[src/rtl/fifo_link_tx.sv]
// fifo_link_tx: drains a show-ahead FIFO, frames packets from the head-flit
// length field and drives them onto a credit-flow-controlled NoC link.
module fifo_link_tx #(
    parameter int WIDTH   = 16,
    parameter int LENW    = 4,
    parameter int CREDITS = 4,
    parameter int CWIDTH  = 3
) (
    input  logic              clk,
    input  logic              reset,
    input  logic              fifo_empty,
    input  logic [WIDTH-1:0]  fifo_data,
    output logic              fifo_read,
    input  logic              credit_in,
    output logic              link_valid,
    output logic [WIDTH-1:0]  link_data,
    output logic              link_head,
    output logic              link_tail,
    output logic              pkt_done,
    output logic [CWIDTH-1:0] credits,
    output logic              busy,
    output logic              cred_err
);

    typedef enum logic {
        S_IDLE = 1'b0,
        S_BODY = 1'b1
    } state_t;

    localparam logic [CWIDTH-1:0] CMAX = CWIDTH'(CREDITS);

    state_t            r_state;
    state_t            w_state_nxt;
    logic [LENW-1:0]   r_remain;
    logic [LENW-1:0]   w_remain_nxt;
    logic [CWIDTH-1:0] r_credits;
    logic [CWIDTH-1:0] w_credits_nxt;
    logic              r_cred_err;
    logic              w_ovf;
    logic              w_send;
    logic              w_head;
    logic              w_tail;
    logic [LENW-1:0]   w_len;

    logic              r_valid;
    logic [WIDTH-1:0]  r_data;
    logic              r_head;
    logic              r_tail;

    // Held low in reset so the FIFO is never popped while we are cleared
    assign w_send    = reset & ~fifo_empty & (r_credits != '0);
    assign fifo_read = w_send;
    assign w_len     = fifo_data[LENW-1:0];

    always_comb begin
        w_state_nxt  = r_state;
        w_remain_nxt = r_remain;
        w_head       = 1'b0;
        w_tail       = 1'b0;
        unique case (r_state)
            S_IDLE: begin
                if (w_send) begin
                    w_head = 1'b1;
                    if (w_len == '0) begin
                        w_tail = 1'b1;
                    end else begin
                        w_remain_nxt = w_len;
                        w_state_nxt  = S_BODY;
                    end
                end
            end
            S_BODY: begin
                if (w_send) begin
                    w_remain_nxt = r_remain - LENW'(1);
                    if (r_remain == LENW'(1)) begin
                        w_tail      = 1'b1;
                        w_state_nxt = S_IDLE;
                    end
                end
            end
            default: begin
                w_state_nxt = S_IDLE;
            end
        endcase
    end

    // Credit bookkeeping; a return with the counter full is an overflow
    always_comb begin
        w_credits_nxt = r_credits;
        w_ovf         = 1'b0;
        unique case ({w_send, credit_in})
            2'b10: w_credits_nxt = r_credits - CWIDTH'(1);
            2'b01: begin
                if (r_credits == CMAX) begin
                    w_ovf = 1'b1;
                end else begin
                    w_credits_nxt = r_credits + CWIDTH'(1);
                end
            end
            default: w_credits_nxt = r_credits;
        endcase
    end

    always_ff @(posedge clk or negedge reset) begin
        if (!reset) begin
            r_state    <= S_IDLE;
            r_remain   <= '0;
            r_credits  <= CMAX;
            r_cred_err <= 1'b0;
        end else begin
            r_state    <= w_state_nxt;
            r_remain   <= w_remain_nxt;
            r_credits  <= w_credits_nxt;
            r_cred_err <= r_cred_err | w_ovf;
        end
    end

    always_ff @(posedge clk or negedge reset) begin
        if (!reset) begin
            r_valid <= 1'b0;
            r_data  <= '0;
            r_head  <= 1'b0;
            r_tail  <= 1'b0;
        end else begin
            r_valid <= w_send;
            r_head  <= w_send & w_head;
            r_tail  <= w_send & w_tail;
            if (w_send) begin
                r_data <= fifo_data;
            end
        end
    end

    assign link_valid = r_valid;
    assign link_data  = r_data;
    assign link_head  = r_head;
    assign link_tail  = r_tail;
    assign pkt_done   = r_tail;
    assign credits    = r_credits;
    assign busy       = (r_state == S_BODY);
    assign cred_err   = r_cred_err;

endmodule

[config.mk]
export PLATFORM = sky130hd
export DESIGN_NAME = fifo_link_tx
export DESIGN_NICKNAME = d
export VERILOG_FILES = /design/src/rtl/fifo_link_tx.sv
export SDC_FILE = /design/constraint.sdc
export NUM_CORES = 1
export LEC_CHECK = 0
export ABC_AREA = 1
export CORE_ASPECT_RATIO = 0.5
export CORE_MARGIN = 1.5
export CORE_UTILIZATION = 43
export DETAILED_ROUTE_END_ITERATION = 10
export MAX_ROUTING_LAYER = met4
export PLACE_DENSITY = 0.78
export SLEW_MARGIN = 20
export SYNTH_ARGS = -nofsm -noshare
export SYNTH_HDL_FRONTEND = slang
export SYNTH_SLANG_ARGS = --single-unit
[constraint.sdc]
create_clock -name clk -period 2.1 [get_ports clk]
set_clock_uncertainty 0.05 [all_clocks]
set_input_delay 0.315 -clock clk [delete_from_list [all_inputs] [get_ports clk]]
set_output_delay 0.315 -clock clk [all_outputs]
set_load 0.005 [all_outputs]
# Word-level counts from Yosys, hierarchy flattened
# Cells that the tools add are included.
dict set report word_totals {
  reg_bits 28
  in_bits 20
}
dict set report classes {
  addsub 3
  eq_ne 8
  mux 20
  n_bitwise 7
  reduce_logical 5
}
# op n
set op_table {}
lappend op_table {{1-bit 2-to-1 mux} 12}
lappend op_table {{4-bit 2-to-1 mux} 3}
lappend op_table {{4-bit case mux with 2 select lines} 1}
lappend op_table {{2-bit != test, second input constant} 3}
lappend op_table {{3-bit case mux with 2 select lines} 1}
lappend op_table {{1-bit AND} 4}
lappend op_table {{4-bit by 1-bit equality test with 1-bit output, second input constant} 1}
lappend op_table {{4-bit zero test} 1}
lappend op_table {{1-bit case mux with 2 select lines} 2}
lappend op_table {{4-bit by 1-bit subtractor with 4-bit output, second input constant} 1}
lappend op_table {{3-bit by 1-bit adder with 3-bit output, second input constant} 1}
lappend op_table {{3-bit equality test, second input constant} 1}
lappend op_table {{3-bit 2-to-1 mux} 1}
lappend op_table {{3-bit AND reduction} 1}
lappend op_table {{3-bit nonzero test} 1}
lappend op_table {{3-bit by 1-bit subtractor with 3-bit output, second input constant} 1}
lappend op_table {{2-bit by 1-bit equality test with 1-bit output, second input constant} 1}
lappend op_table {{2-bit equality test, second input constant} 1}
lappend op_table {{2-bit by 1-bit != test with 1-bit output, second input constant} 1}
lappend op_table {{1-bit inverter} 2}
lappend op_table {{2-bit AND reduction} 1}
lappend op_table {{2-bit nonzero test} 1}
lappend op_table {{1-bit OR} 1}

# Longest topological paths before layout
# Gate-level depths: netlist (run 1).
dict set report depth {
  word_depth 6
  mapped_depth 9
  mapped_depth_nobuf 9
}

# Least setup slack after synthesis (run 1)
# No wires, ideal clock.
dict set report synth_path {
  kind {register to register}
  start {register r_credits[1], in the netlist credits[1]}
  end {register r_credits[2], in the netlist credits[2]}
  setup_time_ns 0.061
  arrival_ns 1.544
  setup_slack_ns 0.445
  path_stages_with_launch 10
  period_less_slack_ns 1.655
  cell_sequence {dfrtp_1 > nor2_2 > nand2_2 > nand2_4 > nand2_1 > fa_1 > nand3b_1 > nand3_1 > nand2_1 > nand2_1}
}
dict set report synth_between {
  elab_chain_len 5
  elab_cells_between_ends 12
  classes_between {add/sub (2); eq/ne (4); mux (2); bitwise (1); reduce/logical (3)}
}
# item line
set synth_lines {}
lappend synth_lines {{start, declared} 36} ;# logic [CWIDTH-1:0] r_credits;
lappend synth_lines {{start signal, assigned} 113} ;# r_credits <= w_credits_nxt;
lappend synth_lines {{3-bit nonzero test} 51} ;# assign w_send = reset & ~fifo_empty & (r_credits != '0);
lappend synth_lines {{1-bit AND} 51}
lappend synth_lines {{2-bit by 1-bit equality test with 1-bit output / 2-bit equality test (equally long branches)} 91} ;# unique case ({w_send, credit_in})
lappend synth_lines {{2-bit != test (no line) / 2-bit nonzero test (equally long branches)} n/a}
lappend synth_lines {{2-bit AND reduction (no line)} n/a}
# Several ways; a longest one is shown, not always the timed one. The select of a mux whose other input is x is not followed.
# A chain may end at the register's enable or synchronous reset.

# Final worst setup path (run 1)
dict set report layout_path {
  start {input port reset}
  end {output port fifo_read}
}
dict set report layout_between {
  elab_chain_len 2
}
# item line
set layout_lines {}
lappend layout_lines {{start, declared} 10} ;# input logic reset,
lappend layout_lines {{1-bit AND (2 in a row)} 51}
lappend layout_lines {{end, declared} 13} ;# output logic fifo_read,
# Every way passes these cells.

==> summary.md, run 1 <==
| Metric | Value |
|---|---|
| DR WL/cell | `11.8 um` |
| Hold Fails Final Rpt | `0` |
| First-pass iteration count of the detailed router | `4` |
| 1st-iter DRT viols | `97` |
| RSZ-0062 raised after global routing | `no` |
| Final instance area | `1830 um2` |
| GP Congestion | `approximately 0.84` |
| Start of the worst register-to-register path | `credits[1]$_DFFE_PN0P_` |
| CTS tree | `built` |
| Critical path class | `in2out` |
| Final Util | `0.686` |
| Drt drc | `0` |
| DP Cell Count | `222` |
| Final non-filler cell total | `226` |
| Synthesized area per cell | `8.95 um2` |
| Busiest grt layer | `met2` |
| Worst EP required | `1740 ps` |
| Crit path launch | `reset` |
| Crit start category | `input port` |
| Detail Route Antenna Nets | `0` |
| TNS Setup | `0 ps` |
| Core box area | `2670 um2` |
| Total number of vias | `1,053` |
| P_leak | `between 0.8 and 0.9 nW` |
| Post-synthesis sequential area ratio | `0.564` |
| H-tree depth | `1` |
| HP Start | `credits[2]$_DFFE_PN1P_` |
| Max_slew headroom | `0.771` |
| Max Cap Violations | `0` |
| Crit share post-route | `0.964` |
| P&R area growth vs syn | `47.1%` |
| # hold bufs at CTS | `0` |
| Hold depth | `2` |
| Cells after synthesis | `approximately 140` |
| Clock Tree Buf Depth | `2` |
| Die Area | `3240 um2` |
| Post-CTS Setup Bufs | `0` |
| Global Route met3 Usage | `0.0467` |
| Most frequent cells in the layout | `nand2_1 (54), clkdlybuf4s50_1 (45), dfrtp_1 (27), inv_1 (11), o21ai_0 (10)` |
| Placed cell area | `1750 um2` |
| Hold Path Class | `reg2reg` |
| PD cells | `between 1000 and 1500 nW/um2` |
| Setup crit end kind | `primary output` |
| Met2 GRT Util | `0.338` |
| Diodes inserted | `0` |
| Crit path time final | `2020 ps` |
| Post-DP HPWL | `2.04 mm` |
| Initial antenna violation count | `0` |
| Chip width | `79.1 um` |
| Top-Level Pins | `46` |
| Synth Net Count | `162` |
| Crit path arrival time | `1660 ps` |
| Clk root buf | `clkbuf_8` |
| Worst slack at placement | `47.4 ps` |
| Total Power | `2.29 mW` |
| Status | `complete, no violations` |
| Cell variety after synth | `25` |
| Max-slew violation count | `0` |
| Cell row count | `13` |
| Crit path max fanout | `5` |
| Clk pin slew, worst setup/hold paths | `90 ps` |
| Synth warn | `0` |
| Port bufs | `45` |
| Gr ovfl total | `0` |
| Clk Latency, worst-skew pair | `about 270 ps` |
| Largest net degree at the start of global routing | `29` |
| Post-CTS Resized | `0` |
| F_max | `roughly 0.5 GHz` |
| First-pass GRT wire length | `4.34 mm` |
| Cells on worst reg2reg path | `9` |
| GR Layer Usage met1 | `0.230` |
| CTS sink count | `28` |
| Fraction of layout cells with a size suffix above 1 | `0.101` |
| # setup viols final | `0` |
| Final worst slack | `76.0 ps` |
| Final nets | `213` |
| Initial Util | `0.466` |
| Most common cell after layout, fill and taps aside | `nand2_1` |
| GRT Total Usage | `0.191` |
| Post-Route WL | `roughly 2.7 mm` |
| Filler Cell Count | `213` |
| Vias/cell | `around 4.7` |
| Slew @ Worst Pin | `343 ps` |
| Synthesized cell area | `1240 um2` |
| #FFs+latches synth | `28` |
| Cts bufs inserted | `3` |
| Max IR drop VDD | `0.670 mV` |
| Vias in the first global route | `between 900 and 1,000` |
| Hold WS | `between 400 and 500 ps` |
| Die Y | `41.0 um` |
-- per-layer routing --
| metal | share of wire | vias to the layer above |
|---|---|---|
| li1 | - | 531 |
| met1 | 0.47 | 498 |
| met2 | 0.49 | 22 |
| met3 | 0.032 | 2 |
| met4 | 0.0086 | 0 |
| met5 | 0 | - |
-- state kept, by name, indices dropped and copies added, names as in the netlist --
name,flops
busy,1
cred_err,1
credits,3
link_data,16
link_head,1
link_tail,1
link_valid,1
r_remain,4
-- path summary, 6_finish.rpt --
check	endpoint	slack, ps
min	credits[2]$_DFFE_PN1P_	430
max reg2reg	credits[2]$_DFFE_PN1P_	350
min in group asynchronous	r_remain[0]$_DFFE_PN0P_	440
max	fifo_read	80
min reg2reg	credits[2]$_DFFE_PN1P_	430
max in group asynchronous	credits[2]$_DFFE_PN1P_	1260
-- critical path, cell delays in order --
cell,delay [ps]
clkdlybuf4s50_1,510
inv_1,80
nor2_4,110
nand2_4,80
inv_2,60
clkdlybuf4s50_1,500
-- kinds of logic after synthesis --
| group | synth area share |
|---|---|
| AOI/OAI and AO/OA | 0.0644 |
| and+or+nand+nor | 0.265 |
| DFF | 0.564 |
| xor gates and xnor gates | 0.0141 |
| buffers and inverters | 0.0563 |
| adders and majority gates | 0.0362 |
-- synth_stat cells (all sizes together) --
cell	n	share of area
nand2	57	0.18
dfrtp	27	0.54
inv	12	0.036
o21ai	12	0.048
nor2	7	0.027
nand3	5	0.024
buf	4	0.020
ha	2	0.020
nand3b	2	0.012
nand4	2	0.010
xor2	2	0.014
a21oi	1	0.0040
dfstp	1	0.021
fa	1	0.016
nor3	1	0.0040
o21a	1	0.0060
o21bai	1	0.0060
or2	1	0.0050
-- layout make-up --
| class | instances | area (um2) | share of cell area |
|---|---|---|---|
| flip-flops and latches | 28 | 702 | 0.384 |
| repair buffers | 50 | 488 | 0.267 |
| multi-input cells | 95 | 477 | 0.261 |
| well taps | 37 | 46.3 | 0.0253 |
| inverters | 12 | 45.0 | 0.0246 |
| clock buffers | 3 | 41.3 | 0.0226 |
| clock inverters | 1 | 30.0 | 0.0164 |
-- report_power, final --
| group | internal [mW] | switching, mW |
|---|---|---|
| clock | 0.255 | 0.161 |
| combinational | 0.546 | 0.412 |
| sequential | 0.760 | 0.159 |
| total | 1.56 | 0.732 |
Note: power is estimated with default switching activity, not from simulation.
==> run 2, diff against run 1 <==
--- a/config.mk
+++ b/config.mk
@@ -9,9 +9,11 @@
 export CORE_ASPECT_RATIO = 0.5
 export CORE_MARGIN = 1.5
 export CORE_UTILIZATION = 43
+export CTS_CLUSTER_SIZE = 20
 export DETAILED_ROUTE_END_ITERATION = 10
 export MAX_ROUTING_LAYER = met4
 export PLACE_DENSITY = 0.78
+export RECOVER_POWER = 100
 export SLEW_MARGIN = 20
 export SYNTH_ARGS = -nofsm -noshare
 export SYNTH_HDL_FRONTEND = slang
==> summary.md, run 2 (synthesis gave the netlist of run 1 again) <==
| Metric | Value |
|---|---|
| Status | `complete, no violations` |
| Metal2 WL | `1.28 mm` |
| Max-slew violation count | `0` |
| Die Y | `41.0 um` |
| Core box area | `~2700 um2` |
| Max_slew headroom | `0.554` |
| First-pass iteration count of the detailed router | `4` |
| Setup crit end kind | `primary output` |
| Crit start category | `input port` |
| Clk pin slew, worst setup/hold paths | `90 ps` |
| Net Sw Frac | `0.326` |
| Drt drc | `0` |
| Worst EP required | `1740 ps` |
| GRT Total Usage | `0.191` |
| Clk Latency, worst-skew pair | `270 ps` |
| DR WL met3 | `96 um` |
| Clock Tree Buf Depth | `2` |
| Vias in the first global route | `roughly 990` |
| Crit-path leading delay family | `buffers and inverters` |
| Diodes inserted | `0` |
| Largest net degree at the start of global routing | `29` |
| H-tree depth | `1` |
| CP bufs+invs | `4` |
| Die Area | `3240 um2` |
| Detail Route Antenna Nets | `0` |
| Port bufs | `45` |
| Cts bufs inserted | `3` |
| Final nets | `about 210` |
| # hold bufs at CTS | `0` |
| Post-CTS Resized | `0` |
| Total number of vias | `1,055` |
| Switch Pwr | `approximately 700 uW` |
| PD cells | `1220 nW/um2` |
| Hold Path Class | `reg2reg` |
| Most frequent cells in the layout | `nand2_1 (55), dfrtp_1 (27), dlygate4sd3_1 (24), clkdlybuf4s50_1 (21), inv_1 (11)` |
| CTS tree | `built` |
| Slew @ Worst Pin | `668 ps` |
| Final worst slack | `83.8 ps` |
| Crit share post-route | `0.960` |
| Gr ovfl total | `0` |
| Power Internal | `~1.5 mW` |
| GP Congestion | `0.836` |
| F_max | `0.496 GHz` |
| Crit path max fanout | `5` |
| CTS sink count | `28` |
| Chip width | `between 70 and 80 um` |
| WL met1 | `1.26 mm` |
| P&R area growth vs syn | `45.4%` |
| TNS Setup | `0 ps` |
| Clk root buf | `clkbuf_8` |
| Initial Util | `0.466` |
| Most common cell after layout, fill and taps aside | `nand2_1` |
| Critical Path Max Stage Delay | `between 500 and 600 ps` |
| Hold Fails Final Rpt | `0` |
| Top-Level Pins | `46` |
| Fraction of layout cells with a size suffix above 1 | `0.0688` |
| CP dominant cell by count | `clkdlybuf4s50_1` |
| Logic gate share of total power | `0.400` |
| Critical path class | `in2out` |
| Initial antenna violation count | `0` |
| Top layer in use | `met4` |
| Crit path arrival time | `1650 ps` |
| Final Util | `0.678` |
| Post-Route WL | `2.65 mm` |
| Hold WS | `429 ps` |
| Critical path, cell by cell | `clkdlybuf4s50_1, inv_1, nor2_4, nand2_4, inv_2, clkdlybuf4s50_1` |
| RSZ-0062 raised after global routing | `no` |
| Max IR drop VDD | `around 0.64 mV` |
| Setup slack, reg-to-reg | `310 ps` |
| Vias/cell | `4.67` |
| Clk network pwr share | `0.189` |
| Post-DP HPWL | `2.04 mm` |
| P_leak | `0.894 nW` |
| # setup viols final | `0` |
| Max Cap Violations | `0` |
| Max reg flops | `16` |
| DR WL/cell | `roughly 12 um` |
| Seq pwr share | `0.412` |
| Post-CTS Setup Bufs | `0` |
| Crit path time final | `2020 ps` |
| Worst slack at placement | `47.4 ps` |
| First-pass GRT wire length | `4.34 mm` |
| Cell row count | `13` |
| 1st-iter DRT viols | `53` |
| CP max-delay cell | `clkdlybuf4s50_1` |
run 2: changes by cell type in the layout (fill, tap and decap cells not counted):
cell	change
dlygate4sd3_1	+24
nand2_2	-1
clkdlybuf4s50_1	-24
nand2_1	+1
clkbuf_2	+1
nor2_1	+2
nor2_2	-2
buf_4	-4
clkbuf_1	+3
run 2: power groups by stage:
stage | Sequential (mW) | Combinational, mW | Clock, mW
after CTS | 0.919 | 0.965 | 0.423
after floorplan | 0.918 | 0.434 | 0
after global routing | 0.938 | 1.00 | 0.452
after detailed placement | 0.922 | 0.960 | 0
final | 0.907 | 0.880 | 0.416
after global placement | 0.916 | 0.931 | 0
run 2: cell type report:
class / instances / area (um2)
clock buffer: 3 / 41.3
fill: 221 / 860
inverter: 12 / 45.0
tap: 37 / 46.3
clock inverter: 1 / 30.0
sequential: 28 / 702
timing repair buffer: 50 / 474
multi-input combinational: 95 / 469
run 2: path summary, 6_finish.rpt:
check | end | from | cells past startpoint
setup / recovery | fifo_read | reset | 6
hold / removal | link_data[12]$_DFFE_PN0P_ | link_data[12]$_DFFE_PN0P_ | 2
setup reg to reg | credits[2]$_DFFE_PN1P_ | credits[0]$_DFFE_PN0P_ | 9
hold reg to reg | link_data[12]$_DFFE_PN0P_ | link_data[12]$_DFFE_PN0P_ | 2
max in group asynchronous | link_valid$_DFF_PN0_ | reset | 2
min in group asynchronous | r_remain[0]$_DFFE_PN0P_ | reset | 2
run 2: metal layers:
| layer | global-route usage | up-vias |
|---|---|---|
| met5 | - | - |
| met4 | 0.0526 | 0 |
| met3 | 0.0467 | 2 |
| met2 | 0.338 | 26 |
| met1 | 0.230 | 496 |
| li1 | - | 531 |
run 2: tightest hold or removal path, delay by kind of cell (launching register included):
family	cells	cell delay (ps)
flip-flops	1	350
AND/OR/NAND/NOR	2	100
run 2: through the flow:
step | power (mW) | instances | cell area, um2
floorplan | 1.35 | 139 | 1240
global placement | 1.85 | 222 | 1750
detailed placement | 1.88 | 222 | 1750
CTS | 2.31 | 226 | 1820
global route | 2.39 | 226 | 1810
finish | 2.20 | 226 | 1810
==> run 3, diff against run 2 <==
--- a/config.mk
+++ b/config.mk
@@ -14,7 +14,8 @@
 export MAX_ROUTING_LAYER = met4
 export PLACE_DENSITY = 0.78
 export RECOVER_POWER = 100
-export SLEW_MARGIN = 20
+export SETUP_SLACK_MARGIN = 0.15
+export SLEW_MARGIN = 15
 export SYNTH_ARGS = -nofsm -noshare
 export SYNTH_HDL_FRONTEND = slang
 export SYNTH_SLANG_ARGS = --single-unit
==> summary.md, run 3 (synthesis gave the netlist of run 1 again) <==
| Metric | Value |
|---|---|
| Status | `complete, no violations` |
| F_max | `0.539 GHz` |
| P&R area growth vs syn | `45.5%` |
| GP Congestion | `0.836` |
| Critical path class | `reg2out` |
| Vias/cell | `approximately 4.6` |
| Crit path arrival time | `1490 ps` |
| Port bufs | `45` |
| DR WL/cell | `roughly 12 um` |
| Initial antenna violation count | `0` |
| Most frequent cells in the layout | `nand2_1 (56), dfrtp_1 (27), dlygate4sd3_1 (25), clkdlybuf4s50_1 (18)` |
| Cts bufs inserted | `3` |
| Critical Path Max Stage Delay | `550 ps` |
| Total number of vias | `1,053` |
| Initial Util | `0.466` |
| Fraction of layout cells with a size suffix above 1 | `0.0526` |
| CP max-delay cell | `dlygate4sd3_1` |
| Clk pin slew, worst setup/hold paths | `90 ps` |
| Post-Route WL | `2.68 mm` |
| Most common cell after layout, fill and taps aside | `nand2_1` |
| Final non-filler cell total | `approximately 230` |
| Core box area | `2670 um2` |
| Final instance area | `between 1500 and 2000 um2` |
| Hold Fails Final Rpt | `0` |
| Logic gate share of total power | `0.402` |
| Clk network pwr share | `0.189` |
| First-pass iteration count of the detailed router | `4` |
| H-tree depth | `1` |
| Hold WS | `429 ps` |
| Crit start category | `register` |
| Gr ovfl total | `0` |
| Clk Latency, worst-skew pair | `270 ps` |
| Final nets | `214` |
| Drt drc | `0` |
| Die Y | `41.0 um` |
| Setup crit end kind | `primary output` |
| Crit path max fanout | `3` |
| Post-DP HPWL | `2.04 mm` |
| RSZ-0062 raised after global routing | `no` |
| Chip width | `79.1 um` |
| Vias in the first global route | `993` |
| DP Cell Count | `around 220` |
| Worst EP required | `between 1500 and 2000 ps` |
| PD cells | `1220 nW/um2` |
| Final Util | `0.678` |
| Top-Level Pins | `46` |
| Net Sw Frac | `0.327` |
| Diodes inserted | `0` |
| Crit-path leading delay family | `buffers and inverters` |
| First-pass GRT wire length | `~4.4 mm` |
| 1st-iter DRT viols | `58` |
| Clock Tree Buf Depth | `2` |
| Die Area | `~3200 um2` |
| P_leak | `around 0.9 nW` |
| Switch Pwr | `719 uW` |
| Power Internal | `1.48 mW` |
| # setup viols final | `0` |
| Crit share post-route | `0.883` |
| Detail Route Antenna Nets | `0` |
| Max_slew headroom | `0.0444` |
| CTS tree | `built` |
| Slew @ Worst Pin | `1430 ps` |
| Max Cap Violations | `0` |
| Max-slew violation count | `0` |
| Critical path, cell by cell | `buf_4, dlygate4sd3_1` |
| TNS Setup | `0 ps` |
| Cell row count | `13` |
| Hold Path Class | `reg2reg` |
| Placed cell area | `1750 um2` |
| Seq pwr share | `0.409` |
| Crit path time final | `1850 ps` |
| Max IR drop VDD | `about 0.64 mV` |
| Max reg flops | `16` |
| GRT Total Usage | `0.192` |
| Largest net degree at the start of global routing | `29` |
| Clk root buf | `clkbuf_8` |
| CP bufs+invs | `2` |
| CTS sink count | `28` |
| Filler Cell Count | `between 200 and 250` |
-- run 3: cell count changes in the layout (fill, tap and decap cells not counted), sizes merged --
cell,delta
buf,+1
clkdlybuf4s50,-3
dlygate4sd2,+2
dlygate4sd3,+1
-- run 3: final timing paths --
path                                      startpoint                         to  slack, ps  cells after the start
hold / removal             link_data[12]$_DFFE_PN0P_  link_data[12]$_DFFE_PN0P_        430                      2
setup reg to reg              credits[0]$_DFFE_PN0P_     credits[2]$_DFFE_PN1P_        310                      9
max in group asynchronous                      reset       link_valid$_DFF_PN0_        570                      2
min in group asynchronous                      reset    r_remain[0]$_DFFE_PN0P_        590                      2
setup / recovery              credits[2]$_DFFE_PN1P_                 credits[2]        250                      2
hold reg to reg            link_data[12]$_DFFE_PN0P_  link_data[12]$_DFFE_PN0P_        430                      2
-- run 3: final cells by class --
type,instances,area (um2),area share
Timing Repair Buffer,51,478,0.264
Clock buffer,3,41.3,0.0228
Multi-Input combinational cell,95,467,0.258
Tap cell,37,46.3,0.0256
Sequential cell,28,702,0.388
Inverter,12,45.0,0.0249
Clock inverter,1,30.0,0.0166
-- run 3: through the flow --
stage,worst slack (ps),power (mW)
3_5_place_dp,47.4,1.88
3_3_place_gp,69.2,1.85
2_1_floorplan,445,1.35
6_report,246,2.20
4_1_cts,319,2.32
5_1_grt,161,2.39
-- run 3: worst reg2reg max path, delay by kind of cell, from the launching register on --
family	cells	cell delay, ps
flops	1	450
fa+ha+maj	1	390
simple gates	8	860
-- run 3: timing repair --
action / 4_1_cts / 5_1_grt
buffers inserted: 1 / 0
gates resized for setup: 3 / 0
setup endpoints to repair: 1 / 0
hold buffers: 0 / 0
-- run 3: per-layer routing --
layer  GRT usage  vias to the layer above  share of wire
met2       0.340                       26           0.48
met1       0.231                      491           0.47
met4      0.0526                        0         0.0086
met5           -                        -              0
met3      0.0467                        2          0.037
li1            -                      534              -
-- run 3: power groups by stage --
stage	sequential, mW	combinational (mW)	clock, mW
2_1_floorplan	0.918	0.434	0
3_3_place_gp	0.916	0.931	0
3_5_place_dp	0.922	0.960	0
4_1_cts	0.914	0.982	0.423
5_1_grt	0.930	1.01	0.452
6_report	0.900	0.885	0.417
